===== src/rtl/uart_pkg.sv =====
// Shared UART types: receiver and imem-loader state encodings plus frame constants.
package uart_pkg;

    localparam int UART_DATA_BITS = 8;

    typedef enum logic [1:0] {
        RX_IDLE,
        RX_START,
        RX_DATA,
        RX_STOP
    } rx_state_t;

    typedef enum logic [1:0] {
        IDLE,
        LOAD,
        FLUSH
    } ld_state_t;

endpackage


===== src/rtl/uart_rx_core.sv =====
// 8N1 UART receiver; rx_valid pulses one cycle after the stop-bit sample.
// No backpressure: a byte not consumed in its rx_valid cycle is lost.
module uart_rx_core
    import uart_pkg::*;
#(
    parameter int BAUD_DIV = 868
) (
    input  logic                      clk,
    input  logic                      reset,
    input  logic                      rxd,
    output logic                      rx_valid,
    output logic [UART_DATA_BITS-1:0] rx_byte,
    output logic                      frame_err
);
    localparam int CNT_W = $clog2(BAUD_DIV);
    localparam logic [CNT_W-1:0] HALF_LAST = CNT_W'(BAUD_DIV / 2 - 1);
    localparam logic [CNT_W-1:0] FULL_LAST = CNT_W'(BAUD_DIV - 1);
    localparam logic [2:0]       LAST_BIT  = 3'(UART_DATA_BITS - 1);

    rx_state_t                 state, next;
    logic                      sync1, sync2, prev;
    logic [CNT_W-1:0]          cnt;
    logic [2:0]                bit_idx;
    logic [UART_DATA_BITS-1:0] shreg;
    logic                      start_tick, bit_tick, stop_tick;

    always_ff @(posedge clk) begin
        if (reset) state <= RX_IDLE;
        else       state <= next;
    end

    always_comb begin
        next = state;
        unique case (state)
            RX_IDLE:  if (!sync2 && prev) next = RX_START;
            RX_START: if (start_tick) next = sync2 ? RX_IDLE : RX_DATA;
            RX_DATA:  if (bit_tick && bit_idx == LAST_BIT) next = RX_STOP;
            RX_STOP:  if (stop_tick) next = RX_IDLE;
            default:  next = RX_IDLE;
        endcase
    end

    always_comb begin
        start_tick = (state == RX_START) && (cnt == HALF_LAST);
        bit_tick   = (state == RX_DATA)  && (cnt == FULL_LAST);
        stop_tick  = (state == RX_STOP)  && (cnt == FULL_LAST);
    end

    // Synchronizer idles high so reset never looks like a start edge.
    always_ff @(posedge clk) begin
        if (reset) begin
            sync1     <= 1'b1;
            sync2     <= 1'b1;
            prev      <= 1'b1;
            cnt       <= '0;
            bit_idx   <= '0;
            shreg     <= '0;
            rx_valid  <= 1'b0;
            frame_err <= 1'b0;
        end else begin
            sync1     <= rxd;
            sync2     <= sync1;
            prev      <= sync2;
            rx_valid  <= stop_tick && sync2;
            frame_err <= stop_tick && !sync2;
            if (state == RX_IDLE || start_tick || bit_tick || stop_tick) cnt <= '0;
            else                                                          cnt <= cnt + CNT_W'(1);
            if (start_tick) bit_idx <= '0;
            if (bit_tick) begin
                shreg   <= {sync2, shreg[UART_DATA_BITS-1:1]};
                bit_idx <= bit_idx + 3'd1;
            end
        end
    end

    assign rx_byte = shreg;

endmodule


===== src/rtl/imem_uart_loader.sv =====
// UART-to-imem loader: packs LE bytes into words; write lands one cycle after the 4th byte.
// No backpressure: imem accepts every strobe; the CPU is held while loading.
module imem_uart_loader
    import uart_pkg::*;
#(
    parameter int BAUD_DIV   = 868,
    parameter int ADDR_WIDTH = 16
) (
    input  logic                  clk,
    input  logic                  reset,
    input  logic                  load_imem,
    input  logic                  uart_rxd,
    output logic                  imem_wr,
    output logic [ADDR_WIDTH-3:0] imem_addr,
    output logic [31:0]           imem_wdata,
    output logic                  cpu_hold,
    output logic                  busy,
    output logic                  rx_err,
    output logic                  overflow
);
    localparam int WA_W = ADDR_WIDTH - 2;

    logic                      rx_valid, frame_err;
    logic [UART_DATA_BITS-1:0] rx_byte;
    ld_state_t                 state, next;
    logic                      load_q, start, accept, word_done;
    logic [1:0]                byte_cnt, cnt_upd;
    logic [23:0]               lanes;      // lanes 0..2; lane 3 completes the word directly
    logic                      wr_q;
    logic [WA_W-1:0]           word_addr, waddr_q;
    logic [31:0]               wdata_q;

    uart_rx_core #(.BAUD_DIV(BAUD_DIV)) u_rx (
        .clk       (clk),
        .reset     (reset),
        .rxd       (uart_rxd),
        .rx_valid  (rx_valid),
        .rx_byte   (rx_byte),
        .frame_err (frame_err)
    );

    assign start     = (state == IDLE) && load_imem && !load_q;
    assign accept    = (state == LOAD) && rx_valid;
    assign cnt_upd   = accept ? byte_cnt + 2'd1 : byte_cnt;
    assign word_done = accept && (byte_cnt == 2'd3);

    always_ff @(posedge clk) begin
        if (reset) state <= IDLE;
        else       state <= next;
    end

    // The flush decision sees the byte accepted in the same cycle load_imem drops.
    always_comb begin
        next = state;
        unique case (state)
            IDLE:    if (start) next = LOAD;
            LOAD:    if (!load_imem) next = (cnt_upd != 2'd0) ? FLUSH : IDLE;
            FLUSH:   next = IDLE;
            default: next = IDLE;
        endcase
    end

    always_comb begin
        imem_wr    = 1'b0;
        imem_addr  = '0;
        imem_wdata = '0;
        if (state == FLUSH) begin
            imem_wr    = 1'b1;
            imem_addr  = word_addr;
            imem_wdata = {8'h00, lanes};
        end else if (wr_q) begin
            imem_wr    = 1'b1;
            imem_addr  = waddr_q;
            imem_wdata = wdata_q;
        end
        busy     = (state != IDLE);
        cpu_hold = load_imem || busy;
    end

    always_ff @(posedge clk) begin
        if (reset) begin
            load_q    <= 1'b0;
            wr_q      <= 1'b0;
            byte_cnt  <= '0;
            lanes     <= '0;
            word_addr <= '0;
            waddr_q   <= '0;
            wdata_q   <= '0;
            rx_err    <= 1'b0;
            overflow  <= 1'b0;
        end else begin
            load_q <= load_imem;
            wr_q   <= word_done;
            rx_err <= start ? 1'b0 : (rx_err || frame_err);
            if (start) begin
                byte_cnt  <= '0;
                lanes     <= '0;
                word_addr <= '0;
                overflow  <= 1'b0;
            end else if (accept) begin
                byte_cnt <= cnt_upd;
                if (word_done) begin
                    wdata_q   <= {rx_byte, lanes};
                    waddr_q   <= word_addr;
                    word_addr <= word_addr + WA_W'(1);
                    lanes     <= '0;
                    if (&word_addr) overflow <= 1'b1;
                end else begin
                    lanes[{byte_cnt, 3'b000} +: 8] <= rx_byte;
                end
            end
        end
    end

endmodule


===== config.mk =====
export PLATFORM = sky130hd
export DESIGN_NAME = imem_uart_loader
export DESIGN_NICKNAME = d
export VERILOG_FILES = /design/src/rtl/uart_pkg.sv /design/src/rtl/uart_rx_core.sv /design/src/rtl/imem_uart_loader.sv
export SDC_FILE = /design/constraint.sdc
export NUM_CORES = 1
export LEC_CHECK = 0
export ABC_AREA = 1
export CAP_MARGIN = 20
export CELL_PAD_IN_SITES_DETAIL_PLACEMENT = 1
export CELL_PAD_IN_SITES_GLOBAL_PLACEMENT = 1
export CORE_MARGIN = 3
export CORE_UTILIZATION = 45
export DETAILED_ROUTE_END_ITERATION = 6
export HOLD_SLACK_MARGIN = 0.08
export PLACE_DENSITY_LB_ADDON = 0.3
export SYNTH_ARGS = -nofsm -noshare
export SYNTH_HDL_FRONTEND = slang
export SYNTH_HIERARCHICAL = 1
export SYNTH_SLANG_ARGS = --single-unit
export TNS_END_PERCENT = 50

===== constraint.sdc =====
create_clock -name clk -period 2.5 [get_ports clk]
set_input_delay 0.375 -clock clk [delete_from_list [all_inputs] [get_ports clk]]
set_output_delay 0.375 -clock clk [all_outputs]
set_load 0.01 [all_outputs]

==> impl_metrics.yaml, run 1 <==
synthesis:
  synth_cell_types: 37
  syn_nets: 742
  ys_seq_elements: 120
  syn_area_um2: 5430
  syn_inst: 728
  yosysSeqAreaShare: 0.442
  ys_warn_count: 6
  synth_top_area_frac: 0.442
  synthTopCellsByArea: "dfxtp_1, a21oi_1, nand2_1"
  syn_area_per_cell_um2: 7.46
  yosys.area.top_type: "dfxtp_1"
route:
  viasPerCell: 5.63
  firstDrtPassIters: 4
  drc: 0
  ant_nets: 0
  via_count: 5263
  totalWireLength_um: 16300
  first_iter_violations: 309
  wl_per_cell_um: 17.5
worst_setup_path:
  cp-end-kind: "primary output"
  path_delay_family: "buffers and inverters"
  slowest_delay_ps: 570
  startpoint_type: "register"
  crit_arrival_ps: 2050
  criticalPathCategory: "register to primary output"
  critPathSlowestCell: "clkdlybuf4s50_1"
  crit_fanout: 35
  cp.required_ps: 2120
  crit_buf_inv: 3
  path_cells: "inv_2, nor2_4, buf_12, nand2_1, o31ai_1, clkdlybuf4s50_1"
finish:
  fin_cells: 935
  drive_gt1_frac: 0.0947
  n_fill_cell: 1475
  synthToLayoutAreaGrowth_pct: 23.3
  diodes: 0
  fin_nets: 796
floorplan:
  fp.dieH_um: 116
  placementRows: 39
  io_pins: 55
  initial_core_util: 0.468
  core_area_um2: 11600
  die_w_um: 116
  dieArea_um2: 13400
pwr:
  p_seq_frac: 0.453
  pwr-share-comb: 0.031
  power.density_nw_per_um2: 639
  intPower_mw: 3.39
  net-switching-power_mw: 0.895
  p_clk_frac: 0.517
  p_sw_frac: 0.209
  vdd_ir_drop_max_uv: 395
  leakage_nw: 2.47
timing:
  tns_ps: 0
  setup_violations: 0
  period_minus_slack_ps: 2420
  slew_viol_final: 0
  max_clock_freq_mhz: 413
  tightestPinTransition_ps: 613
  rsz0062_at_grt: "true"
  finalCritPeriodShare: 0.969
  max-slew-margin-rel: 0.588
  final_hold_viol_count: 0
  skew_ps: 9.65
worst_hold_path:
  hp-class: "register to register"
clock_tree:
  cts_tree: "done"
  clock_latency_ps: 410
  cts_buffers: 17
  root_buffer: "clkbuf_16"
  clockBufferDepth: 2
  clk_pin_slew_worst_paths_ps: 50
  cts_htree_levels: 4
  numClockSinks: 120
grt:
  gr-total-overflow: 0
  grt_pass1_wl_um: 26600
  grt_max_degree: 36
  track_usage: 0.250
  grt_pass1_vias: 5484
  antenna_found_initial: 0
placement:
  dpl.cell_count: 905
  hpwlAfterDp_um: 10600
  gp_congestion: 0.780
  port_buffers: 54
job:
  maxCapViolCount: 0
status:
  status: "finished, final reports clean"
## cells in the mapped netlist, drive strengths merged
cell type / number
a21oi: 91
a31oi: 6
buf: 14
clkbuf: 20
clkinv: 1
dfxtp: 120
ha: 10
inv: 97
nand2: 117
nand3: 35
nand4: 15
nor2: 58
nor3: 23
nor3b: 1
nor4: 1
o211ai: 1
o21ai: 86
o21bai: 1
o31ai: 24
or2: 3
xnor2: 2
xor2: 2
## stage by stage
step	area (µm²)	power, mW	hold WS (ps)	utilization	setup WS, ps
floorplan	5430	2.05	389	-	795
global placement	6130	2.10	401	0.528	341
detailed placement	6130	2.10	412	0.528	293
CTS	6690	4.30	433	0.576	18.7
global route	6700	4.39	452	0.577	-3.68
finish	6700	4.28	425	0.577	77.2
## repair_timing
item                                    in CTS  in global routing
endpoints found under the setup margin      28                 11
hold buffers                                 0                  0
buffers inserted                             1                  0
gates resized for setup                      8                  5
cloned                                       0                  0
hold endpoints to repair                     0                  0
## worst register-to-register path, stage by stage, from the launching register on
cell	delay, ps
dfxtp_1	460
ha_1	340
nand4_4	360
buf_4	330
buf_4	240
o21ai_0	230
a21oi_1	70
## final cells by class
class / count / area (µm²) / share of cell area
clock buffers: 25 / 485 / 0.0724
repair buffers: 69 / 691 / 0.103
well taps: 143 / 179 / 0.0267
clock inverters: 4 / 45.0 / 0.00672
flip-flops and latches: 120 / 2400 / 0.359
multi-input cells: 476 / 2520 / 0.377
inverters: 98 / 375 / 0.0560
## worst paths after layout
path / start / endpoint / slack (ps) / cells after the start
setup / recovery: state[1]$_SDFFE_PP0P_ / imem_wdata[20] / 80 / 6
hold / removal: u_rx/sync1$_SDFF_PP1_ / u_rx/sync2$_SDFF_PP1_ / 420 / 1
setup reg to reg: byte_cnt[0]$_SDFFE_PP0P_ / wdata_q[30]$_SDFFE_PP0P_ / 340 / 6
hold reg to reg: u_rx/sync1$_SDFF_PP1_ / u_rx/sync2$_SDFF_PP1_ / 420 / 1
## per-layer routing
metal | GRT usage | routed length, µm | share of wire
met3 | 0.0439 | 640 | 0.039
met2 | 0.452 | 8420 | 0.52
met4 | 0.0882 | 298 | 0.018
met1 | 0.297 | 6990 | 0.43
met5 | 0 | 0 | 0
## power groups by stage
stage	Combinational (mW)	Sequential (mW)	Clock, mW
after floorplan	0.0808	1.97	0
after global placement	0.121	1.97	0
after detailed placement	0.126	1.98	0
after CTS	0.131	1.94	2.23
after global routing	0.144	1.94	2.30
final	0.131	1.94	2.21
## registers in the layout, summed over array words and instances (netlist names), named ones only
register,count
u_rx/cnt,10
load_q,1
rx_err,1
lanes,24
u_rx/rx_valid,1
word_addr,14
u_rx/sync1,1
u_rx/bit_idx,3
u_rx/rx_byte,8
u_rx/prev,1
byte_cnt,2
u_rx/frame_err,1
wdata_q,32
u_rx/sync2,1
u_rx/state,1
overflow,1
waddr_q,14
state,2
wr_q,1
## layout by cell type (no fill, tap or decap), drive strengths merged
| cell | synthesis | routed |
|---|---|---|
| dfxtp | 120 | 120 |
| nand2 | 117 | 117 |
| inv | 97 | 96 |
| a21oi | 91 | 91 |
| o21ai | 86 | 86 |
| nor2 | 58 | 58 |
| clkdlybuf4s50 | 0 | 49 |
| nand3 | 35 | 35 |
| clkbuf | 20 | 25 |
| o31ai | 24 | 24 |
| nor3 | 23 | 23 |
| buf | 14 | 15 |
| nand4 | 15 | 15 |
| ha | 10 | 10 |
| a31oi | 6 | 6 |
| clkinv | 1 | 4 |
| dlymetal6s2s | 0 | 4 |
| or2 | 3 | 3 |
| xnor2 | 2 | 2 |
| xor2 | 2 | 2 |
| clkinvlp | 0 | 1 |
| o211ai | 1 | 1 |
| nor4 | 1 | 1 |
| bufinv | 0 | 1 |
| dlygate4sd2 | 0 | 1 |
| o21bai | 1 | 1 |
| nor3b | 1 | 1 |
## kinds of logic (layout without fill, tap and decap cells)
logic type | after synthesis | count (layout) | synth area share
fa+ha+maj | 10 | 10 | 0.0230
flops | 120 | 120 | 0.442
buf+inv | 132 | 196 | 0.0965
xor+xnor | 4 | 4 | 0.00645
compound gates | 209 | 209 | 0.207
simple gates | 253 | 253 | 0.225
Power figures use the tool's default switching activity.
==> run 2, diff against run 1 <==
--- a/config.mk
+++ b/config.mk
@@ -10,10 +10,11 @@
 export CELL_PAD_IN_SITES_DETAIL_PLACEMENT = 1
 export CELL_PAD_IN_SITES_GLOBAL_PLACEMENT = 1
 export CORE_MARGIN = 3
-export CORE_UTILIZATION = 45
+export CORE_UTILIZATION = 42
 export DETAILED_ROUTE_END_ITERATION = 6
 export HOLD_SLACK_MARGIN = 0.08
 export PLACE_DENSITY_LB_ADDON = 0.3
+export SKIP_LAST_GASP = 1
 export SYNTH_ARGS = -nofsm -noshare
 export SYNTH_HDL_FRONTEND = slang
 export SYNTH_HIERARCHICAL = 1
==> constraint.sdc (replaced) <==
create_clock -name clk -period 2.7 [get_ports clk]
set_input_delay 0.405 -clock clk [delete_from_list [all_inputs] [get_ports clk]]
set_output_delay 0.405 -clock clk [all_outputs]
set_load 0.01 [all_outputs]
==> impl_metrics.yaml, run 2 (synthesis results as in run 1) <==
clock_tree:
  root_buffer: "clkbuf_16"
  clockBufferDepth: 2
  cts_tree: "done"
  cts_hold_buf: 0
  cts_buffers: 17
  numClockSinks: 120
  cts_htree_levels: 4
  clk_pin_slew_worst_paths_ps: 60
  clock_latency_ps: 420
finish:
  final_util: 0.551
  top_regs: "wdata_q x32, lanes x24"
  mostFrequentLayoutCell: "dfxtp_1"
  drive_gt1_frac: 0.0975
  synthToLayoutAreaGrowth_pct: 24.9
  fin_nets: 791
  largest-register: "wdata_q"
  final_cell_mix: "dfxtp_1, nand2_1, inv_1"
  fin_cells: 958
  n_fill_cell: 1539
  diodes: 0
  largest_register_ffs: 32
route:
  ant_nets: 0
  drc: 0
  wl_per_cell_um: 16.4
  totalWireLength_um: 15700
  firstDrtPassIters: 4
  viasPerCell: 5.36
  first_iter_violations: 269
  via_count: 5133
pwr:
  leakage_nw: 2.42
  power.density_nw_per_um2: 650
  p_seq_frac: 0.406
  intPower_mw: 3.49
  p_clk_frac: 0.568
  vdd_ir_drop_max_uv: 358
  power_mw: 4.41
  net-switching-power_mw: 0.918
  pwr-share-comb: 0.025
  p_sw_frac: 0.208
timing:
  setup_violations: 0
  finalWorstSetupSlack_ps: 148
  finalCritPeriodShare: 0.945
  tightestPinTransition_ps: 669
  max_clock_freq_mhz: 392
  rsz0062_at_grt: "false"
  tns_ps: 0
  max-slew-margin-rel: 0.551
  slew_viol_final: 0
  skew_ps: 6.50
  period_minus_slack_ps: 2550
  final_hold_viol_count: 0
grt:
  track_usage: 0.228
  grt_pass1_wl_um: 26300
  gr-total-overflow: 0
  grt_pass1_vias: 5358
  grt_max_degree: 59
  antenna_found_initial: 0
floorplan:
  core_area_um2: 12300
  dieArea_um2: 14300
  placementRows: 40
  initial_core_util: 0.441
  io_pins: 55
  die_w_um: 120
  fp.dieH_um: 120
worst_setup_path:
  criticalPathCategory: "register to primary output"
  cp.required_ps: 2300
  path_cells: "inv_2, nor2_4, buf_12, o31ai_1, clkdlybuf4s50_1"
  slowest_delay_ps: 630
  critPathSlowestCell: "clkdlybuf4s50_1"
  cp-end-kind: "primary output"
  startpoint_type: "register"
  crit_fanout: 58
  crit_arrival_ps: 2150
placement:
  dpl.cell_count: 926
  post-place-ws_ps: 449
  hpwlAfterDp_um: 10300
  gp_congestion: 0.768
  port_buffers: 54
job:
  maxCapViolCount: 0
worst_hold_path:
  hp-class: "register to register"
status:
  status: "finished, final reports clean"
[run 2: changes by cell type in the layout (fill, tap and decap cells not counted), moves of 2 or more]
cell / delta
clkinv_4: +2
buf_4: -3
dlymetal6s2s_1: -4
clkinv_2: +2
clkbuf_1: -5
bufinv_16: +4
clkdlybuf4s50_1: +5
[run 2: power by group through the flow]
stage	combinational [mW]	clock, mW	sequential, mW
after floorplan	0.0748	0	1.83
after global placement	0.104	0	1.83
after detailed placement	0.112	0	1.83
after CTS	0.114	2.54	1.79
after global routing	0.126	2.63	1.79
final	0.112	2.51	1.79
[run 2: metal layers]
layer / vias to the layer above / global-route usage / part of all wire
li1: 2537 / - / -
met1: 2497 / 0.272 / 0.44
met2: 74 / 0.400 / 0.51
met3: 25 / 0.0471 / 0.029
met4: 0 / 0.0880 / 0.018
met5: - / 0 / 0
[run 2: path summary, 6_finish.rpt]
| path | from | end | slack [ps] | depth (start not counted) |
|---|---|---|---|---|
| max | state[1]$_SDFFE_PP0P_ | imem_wdata[14] | 150 | 5 |
| min | u_rx/sync1$_SDFF_PP1_ | u_rx/sync2$_SDFF_PP1_ | 430 | 1 |
| max reg2reg | byte_cnt[0]$_SDFFE_PP0P_ | word_addr[10]$_SDFFE_PP0P_ | 780 | 8 |
| min reg2reg | u_rx/sync1$_SDFF_PP1_ | u_rx/sync2$_SDFF_PP1_ | 430 | 1 |
[run 2: stage by stage]
step	area [µm²]	hold WS [ps]
2_1_floorplan	5430	389
3_3_place_gp	6130	394
3_5_place_dp	6130	414
4_1_cts	6790	428
5_1_grt	6790	469
6_report	6790	428
[run 2: area by class of cell]
type / instances / area [µm²] / share of cell area
Clock buffer: 19 / 453 / 0.0667
Clock inverter: 13 / 200 / 0.0295
Inverter: 98 / 369 / 0.0544
Multi-Input combinational cell: 476 / 2520 / 0.372
Sequential cell: 120 / 2400 / 0.354
Tap cell: 168 / 210 / 0.0310
Timing Repair Buffer: 64 / 628 / 0.0925
[run 2: repair_timing]
item / 4_1_cts / 5_1_grt
gates resized for setup: 1 / 1
endpoints found under the setup margin: 1 / 11
setup buffers: 0 / 0
[run 2: critical path, delay by kind of cell (launching register included)]
kind                   cells  cell delay, ps
and+or+nand+nor            1              60
AOI/OAI and AO/OA          1             350
buffers and inverters      3             960
DFF                        1             320
